===== config.mk =====
export PLATFORM = sky130hd
export DESIGN_NAME = rng_scheduler_flat
export DESIGN_NICKNAME = d
export VERILOG_FILES = /design/src/rtl/rng_pkg.sv /design/src/rtl/rng_scheduler_if.sv /design/src/rtl/rr_arbiter.sv /design/src/rtl/rng_scheduler.sv /design/src/flat_wrapper.sv
export SDC_FILE = /design/constraint.sdc
export NUM_CORES = 1
export LEC_CHECK = 0
export ABC_CLOCK_PERIOD_IN_PS = 3400
export CELL_PAD_IN_SITES_DETAIL_PLACEMENT = 1
export CELL_PAD_IN_SITES_GLOBAL_PLACEMENT = 2
export CORE_ASPECT_RATIO = 1.4
export CORE_MARGIN = 4
export CORE_UTILIZATION = 37
export DETAILED_ROUTE_END_ITERATION = 8
export GPL_ROUTABILITY_DRIVEN = 0
export PLACE_DENSITY_LB_ADDON = 0.1
export SLEW_MARGIN = 20
export SYNTH_ARGS = -nofsm -noshare
export SYNTH_HDL_FRONTEND = slang
export SYNTH_SLANG_ARGS = --single-unit
export TNS_END_PERCENT = 50

===== constraint.sdc =====
create_clock -name clk -period 3.4 [get_ports clk]
set_input_delay 0.68 -clock clk [delete_from_list [all_inputs] [get_ports clk]]
set_output_delay 0.68 -clock clk [all_outputs]
set_load 0.005 [all_outputs]

===== src/rtl/rng_pkg.sv =====
// Shared definitions for the rng generator and its scheduler.
//   RNG_BITS       : width of one generator sample
//   sched_state_t  : scheduler state encoding
//   RNG_SEED/TAPS  : generator seed and feedback taps (also used by reference models)
//   rng_step       : one generator advance (16-bit Galois LFSR)
package rng_pkg;

  localparam int unsigned RNG_BITS = 3;

  typedef enum logic [1:0] {
    ST_FILL  = 2'd0,
    ST_READY = 2'd1,
    ST_FLUSH = 2'd2
  } sched_state_t;

  localparam logic [15:0] RNG_SEED = 16'hACE1;
  localparam logic [15:0] RNG_TAPS = 16'hB400;

  function automatic logic [15:0] rng_step(input logic [15:0] s);
    return {1'b0, s[15:1]} ^ (s[0] ? RNG_TAPS : 16'h0000);
  endfunction

endpackage


===== src/rtl/rng_scheduler_if.sv =====
// Bundle between the randomness consumers/generator and rng_scheduler.
//   rnd_in  : generator sample, one per clk
//   req     : level request per requester
//   reseed  : single-cycle reseed request
//   gnt     : one-hot single-cycle grant
//   rnd_out : delivered word, valid with gnt
//   rng_rst : reset line for the generator
interface rng_scheduler_if #(
  parameter int unsigned NUM_REQ = 4,
  parameter int unsigned WORD_W  = 12
);
  import rng_pkg::*;

  logic [RNG_BITS-1:0] rnd_in;
  logic [NUM_REQ-1:0]  req;
  logic                reseed;
  logic [NUM_REQ-1:0]  gnt;
  logic [WORD_W-1:0]   rnd_out;
  logic                rng_rst;

  modport master (output rnd_in, req, reseed, input gnt, rnd_out, rng_rst);
  modport slave  (input rnd_in, req, reseed, output gnt, rnd_out, rng_rst);

endinterface


===== src/rtl/rr_arbiter.sv =====
// Combinational round-robin picker.
//   req   : request vector
//   ptr   : index of the previous winner; search starts at ptr+1 and wraps
//   grant : one-hot winner (all zero when req is zero)
//   idx   : winner index (zero when req is zero)
module rr_arbiter #(
  parameter int unsigned N     = 4,
  parameter int unsigned IDX_W = (N > 1) ? $clog2(N) : 1
) (
  input  logic [N-1:0]     req,
  input  logic [IDX_W-1:0] ptr,
  output logic [N-1:0]     grant,
  output logic [IDX_W-1:0] idx
);

  logic             found;
  logic [IDX_W-1:0] cand;

  always_comb begin
    grant = '0;
    idx   = '0;
    found = 1'b0;
    cand  = '0;
    for (int unsigned k = 1; k <= N; k++) begin
      cand = IDX_W'((ptr + k) % N);
      if (!found && req[cand]) begin
        found       = 1'b1;
        grant[cand] = 1'b1;
        idx         = cand;
      end
    end
  end

endmodule


===== src/rtl/rng_scheduler.sv =====
// Collects consecutive rng samples into WORD_W-bit words and hands each
// word to exactly one requester (round-robin). Owns the generator reset so
// a reseed restarts the generator without a global reset.
//   clk, rst : clock, asynchronous active-high reset
//   bus      : slave side of rng_scheduler_if (rnd_in, req, reseed in;
//              gnt, rnd_out, rng_rst out)
module rng_scheduler
  import rng_pkg::*;
#(
  parameter int unsigned NUM_REQ = 4,
  parameter int unsigned WORD_W  = 12
) (
  input  logic            clk,
  input  logic            rst,
  rng_scheduler_if.slave  bus
);

  localparam int unsigned SAMPLES = WORD_W / RNG_BITS;
  localparam int unsigned CNT_W   = (SAMPLES > 1) ? $clog2(SAMPLES) : 1;
  localparam int unsigned PTR_W   = (NUM_REQ > 1) ? $clog2(NUM_REQ) : 1;

  sched_state_t       state;
  logic [CNT_W-1:0]   cnt;
  logic [WORD_W-1:0]  shreg;
  logic [WORD_W-1:0]  rnd_out_q;
  logic [NUM_REQ-1:0] gnt_q;
  logic               rng_rst_q;
  logic [PTR_W-1:0]   ptr;

  logic [NUM_REQ-1:0] win_onehot;
  logic [PTR_W-1:0]   win_idx;

  rr_arbiter #(
    .N    (NUM_REQ),
    .IDX_W(PTR_W)
  ) u_arb (
    .req  (bus.req),
    .ptr  (ptr),
    .grant(win_onehot),
    .idx  (win_idx)
  );

  always_ff @(posedge clk or posedge rst) begin
    if (rst) begin
      state     <= ST_FILL;
      cnt       <= '0;
      shreg     <= '0;
      rnd_out_q <= '0;
      gnt_q     <= '0;
      rng_rst_q <= 1'b0;
      ptr       <= PTR_W'(NUM_REQ - 1);
    end else begin
      gnt_q     <= '0;
      rng_rst_q <= 1'b0;
      // Reseed overrides everything, including a grant due this edge:
      // the completed or partial word is dropped and requests stay pending.
      if (bus.reseed) begin
        state     <= ST_FLUSH;
        shreg     <= '0;
        cnt       <= '0;
        rng_rst_q <= 1'b1;
      end else begin
        case (state)
          ST_FILL: begin
            shreg <= {shreg[WORD_W-RNG_BITS-1:0], bus.rnd_in};
            if (cnt == CNT_W'(SAMPLES - 1)) begin
              cnt   <= '0;
              state <= ST_READY;
            end else begin
              cnt <= cnt + CNT_W'(1);
            end
          end
          ST_READY: begin
            if (|bus.req) begin
              gnt_q     <= win_onehot;
              rnd_out_q <= shreg;
              ptr       <= win_idx;
              cnt       <= '0;
              state     <= ST_FILL;
            end
          end
          // The generator is held in reset this cycle, so its sample is skipped.
          ST_FLUSH: state <= ST_FILL;
          default:  state <= ST_FILL;
        endcase
      end
    end
  end

  assign bus.gnt     = gnt_q;
  assign bus.rnd_out = rnd_out_q;
  assign bus.rng_rst = rst | rng_rst_q;

endmodule

===== src/flat_wrapper.sv =====
// flat-port wrapper written by rule: the top's interface ports become plain ports
module rng_scheduler_flat import rng_pkg::*;
#(
  parameter int unsigned NUM_REQ = 4,
  parameter int unsigned WORD_W  = 12
)
  (clk, rst, bus_rnd_in, bus_req, bus_reseed, bus_gnt, bus_rnd_out, bus_rng_rst);
  rng_scheduler_if #(.NUM_REQ(NUM_REQ), .WORD_W(WORD_W)) bus_i ();
  input  logic clk;
  input  logic rst;
  input wire logic [$bits(bus_i.rnd_in)-1:0] bus_rnd_in;
  input wire logic [$bits(bus_i.req)-1:0] bus_req;
  input wire logic [$bits(bus_i.reseed)-1:0] bus_reseed;
  output wire logic [$bits(bus_i.gnt)-1:0] bus_gnt;
  output wire logic [$bits(bus_i.rnd_out)-1:0] bus_rnd_out;
  output wire logic [$bits(bus_i.rng_rst)-1:0] bus_rng_rst;
  assign bus_i.rnd_in = bus_rnd_in;
  assign bus_i.req = bus_req;
  assign bus_i.reseed = bus_reseed;
  assign bus_gnt = bus_i.gnt;
  assign bus_rnd_out = bus_i.rnd_out;
  assign bus_rng_rst = bus_i.rng_rst;
  rng_scheduler #(.NUM_REQ(NUM_REQ), .WORD_W(WORD_W)) u_core (.clk(clk), .rst(rst), .bus(bus_i));
endmodule

==> results.md <==
- Final hold analysis gives a worst-case slack of 0.492 ns.
- The number of hold-slack violations in the final timing report is 0.
- Yosys mapped the design onto 31 distinct sky130hd cell types.
- The horizontal extent of the die is 66.8 microns.
- The relative contribution of the clock network to total power is 0.342.
- Dividing the detail-routed wire length by the instance count gives 15.2 microns.
- The cell area that synthesis handed to floorplanning was 1790 sq um.
- At the end of the flow, the number of nets in the layout was 204.
- The die extent in y is 90.3 microns.
- The power consumption is 814 uW.
- The worst voltage drop across the vdd grid is 0.000253 V.
- The setup clock skew after layout is 0.00774 ns.
- The number of max-slew violations in the final report came to 0.
- The number of nets still failing antenna checks after routing is 0.
- The number of global-route vias before repair is 1401.
- Across all layers, the routed design uses 1259 vias.
- The synthesized area divided by synthesized cell count is 11.2 sq um.
- For this configuration, the core starts out at a cell density of 0.388.
- The classification of the worst-slack hold path is flop to flop.
- The number of fill cells is 509.
- The first global-routing pass estimated 6510 microns of wire.
- In the finished design, the share of the clock period the worst path needs comes to 0.780.
- Setup repair after global routing left no endpoint under its margin.
- Before antenna repair, the detailed router went through 4 iterations.
- The tree is rooted in a sky130_fd_sc_hd__clkbuf_8.
- Of the cells placed in the final design, the portion with a size suffix greater than 1 is 0.124.
- The post-layout worst setup margin is 0.748 ns.
- The final instance count without filler cells is 248.
- The maximum operating frequency is 377 MHz.
- The maximum number of pins on one net before global-route repair is 36.
- The detailed router's first-iteration violation count is 52.
- Of the synthesized area, sequential elements account for 0.491.
- Prior to clock tree synthesis, the placed netlist has a worst setup slack of 0.533 ns.
- The critical path's largest stage delay is 0.73 ns.
- The floorplan has 29 rows.
- For this design, the CTS-stage hold fixing added 0 buffers.
- The post-synthesis net count is 178.
- The transition time of the tightest slew-check pin is 0.900 ns.
- The minimum clock period after layout is 2.65 ns.
- The flow ran to the end, and the final reports show no timing, DRC or antenna violations.
- The signal on the critical path passes through inv_1 -> ha_1 -> mux4_2 -> nor4b_4 -> nand2_1 -> a21oi_1.
- The count of buffer and inverter cells on the critical path is 1.
- The count of cells resized by post-cts repair is 0.
- The number of clock buffers added by TritonCTS is 5.
- The number of antenna violations at the first check in global routing is 0.
- Of the total power, registers draw 0.535.
- The kind of end point of the critical path is a flop.
- Detailed routing placed a total of 97 microns of wire on met3.
- Clock latency on the worst-skew pair, taken at its later pin, is 0.28 ns.
- The worst setup path is launched from a flop.
- Of the total power, the share spent switching nets is 0.244.
- After clock tree synthesis, the setup repair step added 0 buffers.
- The repair_antennas step left the layout with diodes totalling 0.
- The critical path's top delay family is flip-flops.
- The summed negative setup slack over all endpoints is 0 ns.
- Including well taps, the total number of placed cells is 240.
- The number of sinks driven by the clock tree is 35.
- The region available for standard cell placement spans 4610 sq um.
- The static leakage is 0.950 nW.
- The analysis attributes to net switching a power of 199 uW.
- Along the worst path, the maximum fanout reaches 13.
- The number of maximum-capacitance violations is 0.
- The share of total power dissipated in combinational logic is 0.123.
- The required time of the critical path is 3.60 ns.
- The worst slew margin relative to its limit is 0.398.
- The number of instances in the synthesized netlist is 159.
- The maximum level of the CTS H-tree is 2.
- The arrival time at the worst endpoint is 2.85 ns.
- The clock tree buffer depth is 2.
- The cell internal power dissipation is 615 uW.
- The clock slew at the register clock pins of the worst setup and hold paths is 0.07 ns.
- During synthesis, Yosys emitted a total of 0 warnings.
- The count of input and output buffers is 26.
- Wire segments on met2 add up to 2150 microns in the final route.
- Detailed placement finished with a half-perimeter wire length of 2800 microns.
- The top layer used by detailed routing is met4.
- The area growth from synthesis to layout is 21.1%.
- Power spread over the standard cell area amounts to 376 nW/um^2.
- The final cell utilization of the core is 0.470.
- In the global route stage, overall resource usage came out at 0.142.
- The critical path class is flop to flop.
- After synthesis the netlist holds a flip-flop and latch count of 35.
- Setup violations remaining at the end of the flow were counted as 0.
- The die covers 6020 sq um.
- The post-place instance area is 2080 sq um.
- Across all register-to-register paths, the minimum setup slack is 0.75 ns.
- The cell area after layout is 2160 sq um.
- Pin placement for this block handled 27 I/O pins.
- For this design, the slowest cell found on the critical path is sky130_fd_sc_hd__dfstp_2.
- The remaining routing DRC violations is 0.
- The post-detailed-route via-to-cell ratio is 5.08.
- Global routing finished with a remaining overflow of 0.
- The clock tree from TritonCTS is built.
- The routed design has 3770 microns of wire.
- The detailed router put a total of 1450 microns of wire on met1.
[worst register-to-register path: cells and delay by family (launching register included)]
kind	cells	cell delay (ns)
muxes	1	0.61
buffers and inverters	1	0.16
and+or+nand+nor	2	0.52
AOI/OAI and AO/OA	1	0.16
DFF	1	0.73
adders and majority gates	1	0.39
[logic make-up (layout without fill, tap and decap cells)]
kind of cell,after synthesis,after routing,synth area share
adders and majority gates,9,9,0.0630
xor gates and xnor gates,1,1,0.00490
and+or+nand+nor,43,43,0.122
buffers and inverters,18,45,0.0532
muxes,20,20,0.157
DFF,35,35,0.491
AOI/OAI and AO/OA,33,33,0.109
[state kept, by name, indices dropped and copies added (netlist names)]
| name | cells |
|---|---|
| u_core.state | 2 |
| u_core.shreg | 12 |
| u_core.cnt | 2 |
| u_core.bus.gnt | 4 |
| u_core.bus.rnd_out | 12 |
| u_core.rng_rst_q | 1 |
| u_core.ptr | 2 |
[cell type report]
| type | instances | area, sq um | area share |
|---|---|---|---|
| Inverter | 8 | 30.0 | 0.0139 |
| Clock buffer | 7 | 76.3 | 0.0353 |
| Tap cell | 62 | 77.6 | 0.0358 |
| Multi-Input combinational cell | 106 | 815 | 0.376 |
| Timing Repair Buffer | 29 | 283 | 0.131 |
| Sequential cell | 35 | 878 | 0.406 |
| Clock inverter | 1 | 5.00 | 0.00231 |
[path summary, 6_finish.rpt]
kind | from | end | depth (start not counted)
setup reg to reg | u_core.ptr[0] | u_core.bus.gnt[2] | 6
setup / recovery | u_core.ptr[0] | u_core.bus.gnt[2] | 6
max in group asynchronous | rst | u_core.ptr[0] | 3
min in group asynchronous | rst | u_core.cnt[1] | 3
hold / removal | u_core.shreg[11] | u_core.bus.rnd_out[11] | 1
hold reg to reg | u_core.shreg[11] | u_core.bus.rnd_out[11] | 1
[power by group through the flow]
stage	sequential [mW]	clock, mW	combinational, mW
3_5_place_dp	0.444	0	0.102
6_report	0.436	0.279	0.0998
4_1_cts	0.436	0.293	0.102
2_1_floorplan	0.439	0	0.0746
3_3_place_gp	0.443	0	0.0992
5_1_grt	0.437	0.314	0.112
[synth_stat cells (all sizes together)]
cell | instances | share of area
dfstp | 2 | 0.029
mux4 | 4 | 0.050
buf | 5 | 0.026
o31ai | 1 | 0.0042
mux2i | 4 | 0.022
or2 | 2 | 0.0070
o21ai | 1 | 0.0028
nand3b | 4 | 0.017
ha | 9 | 0.063
a21oi | 21 | 0.059
nor4 | 1 | 0.0035
nor4b | 1 | 0.013
clkbuf | 5 | 0.010
dfrtp | 33 | 0.46
o22ai | 2 | 0.0070
or4b | 1 | 0.0056
a22o | 4 | 0.020
nor2 | 3 | 0.0063
xnor2 | 1 | 0.0049
o21bai | 1 | 0.0042
a22oi | 1 | 0.0042
nor3 | 2 | 0.0056
nor2b | 1 | 0.0049
mux2 | 12 | 0.084
o21a | 1 | 0.0042
a21o | 1 | 0.0042
nand2 | 28 | 0.059
inv | 8 | 0.017
[per-layer routing]
metal	track usage	vias to the layer above
met5	0	-
met4	0.0610	0
met3	0.0324	8
met2	0.260	15
met1	0.148	636
li1	-	600
[cell usage in the layout, fill, tap and decap left out, types with 2 or more instances in the layout]
cell / Yosys / routed
sky130_fd_sc_hd__nor2_1: 3 / 3
sky130_fd_sc_hd__mux2i_1: 4 / 4
sky130_fd_sc_hd__clkbuf_1: 5 / 2
sky130_fd_sc_hd__dfstp_2: 2 / 2
sky130_fd_sc_hd__clkbuf_8: 0 / 5
sky130_fd_sc_hd__o22ai_1: 2 / 2
sky130_fd_sc_hd__or2_2: 2 / 2
sky130_fd_sc_hd__mux2_4: 4 / 4
sky130_fd_sc_hd__a22o_1: 4 / 4
sky130_fd_sc_hd__nand2_1: 28 / 28
sky130_fd_sc_hd__nand3b_1: 4 / 4
sky130_fd_sc_hd__a21oi_1: 21 / 21
sky130_fd_sc_hd__buf_4: 1 / 3
sky130_fd_sc_hd__inv_1: 8 / 8
sky130_fd_sc_hd__clkdlybuf4s50_1: 0 / 26
sky130_fd_sc_hd__nor3_1: 2 / 2
sky130_fd_sc_hd__dfrtp_1: 33 / 33
sky130_fd_sc_hd__mux4_2: 4 / 4
sky130_fd_sc_hd__mux2_1: 8 / 8
sky130_fd_sc_hd__ha_1: 9 / 9
(Power assumes the default switching activity.)
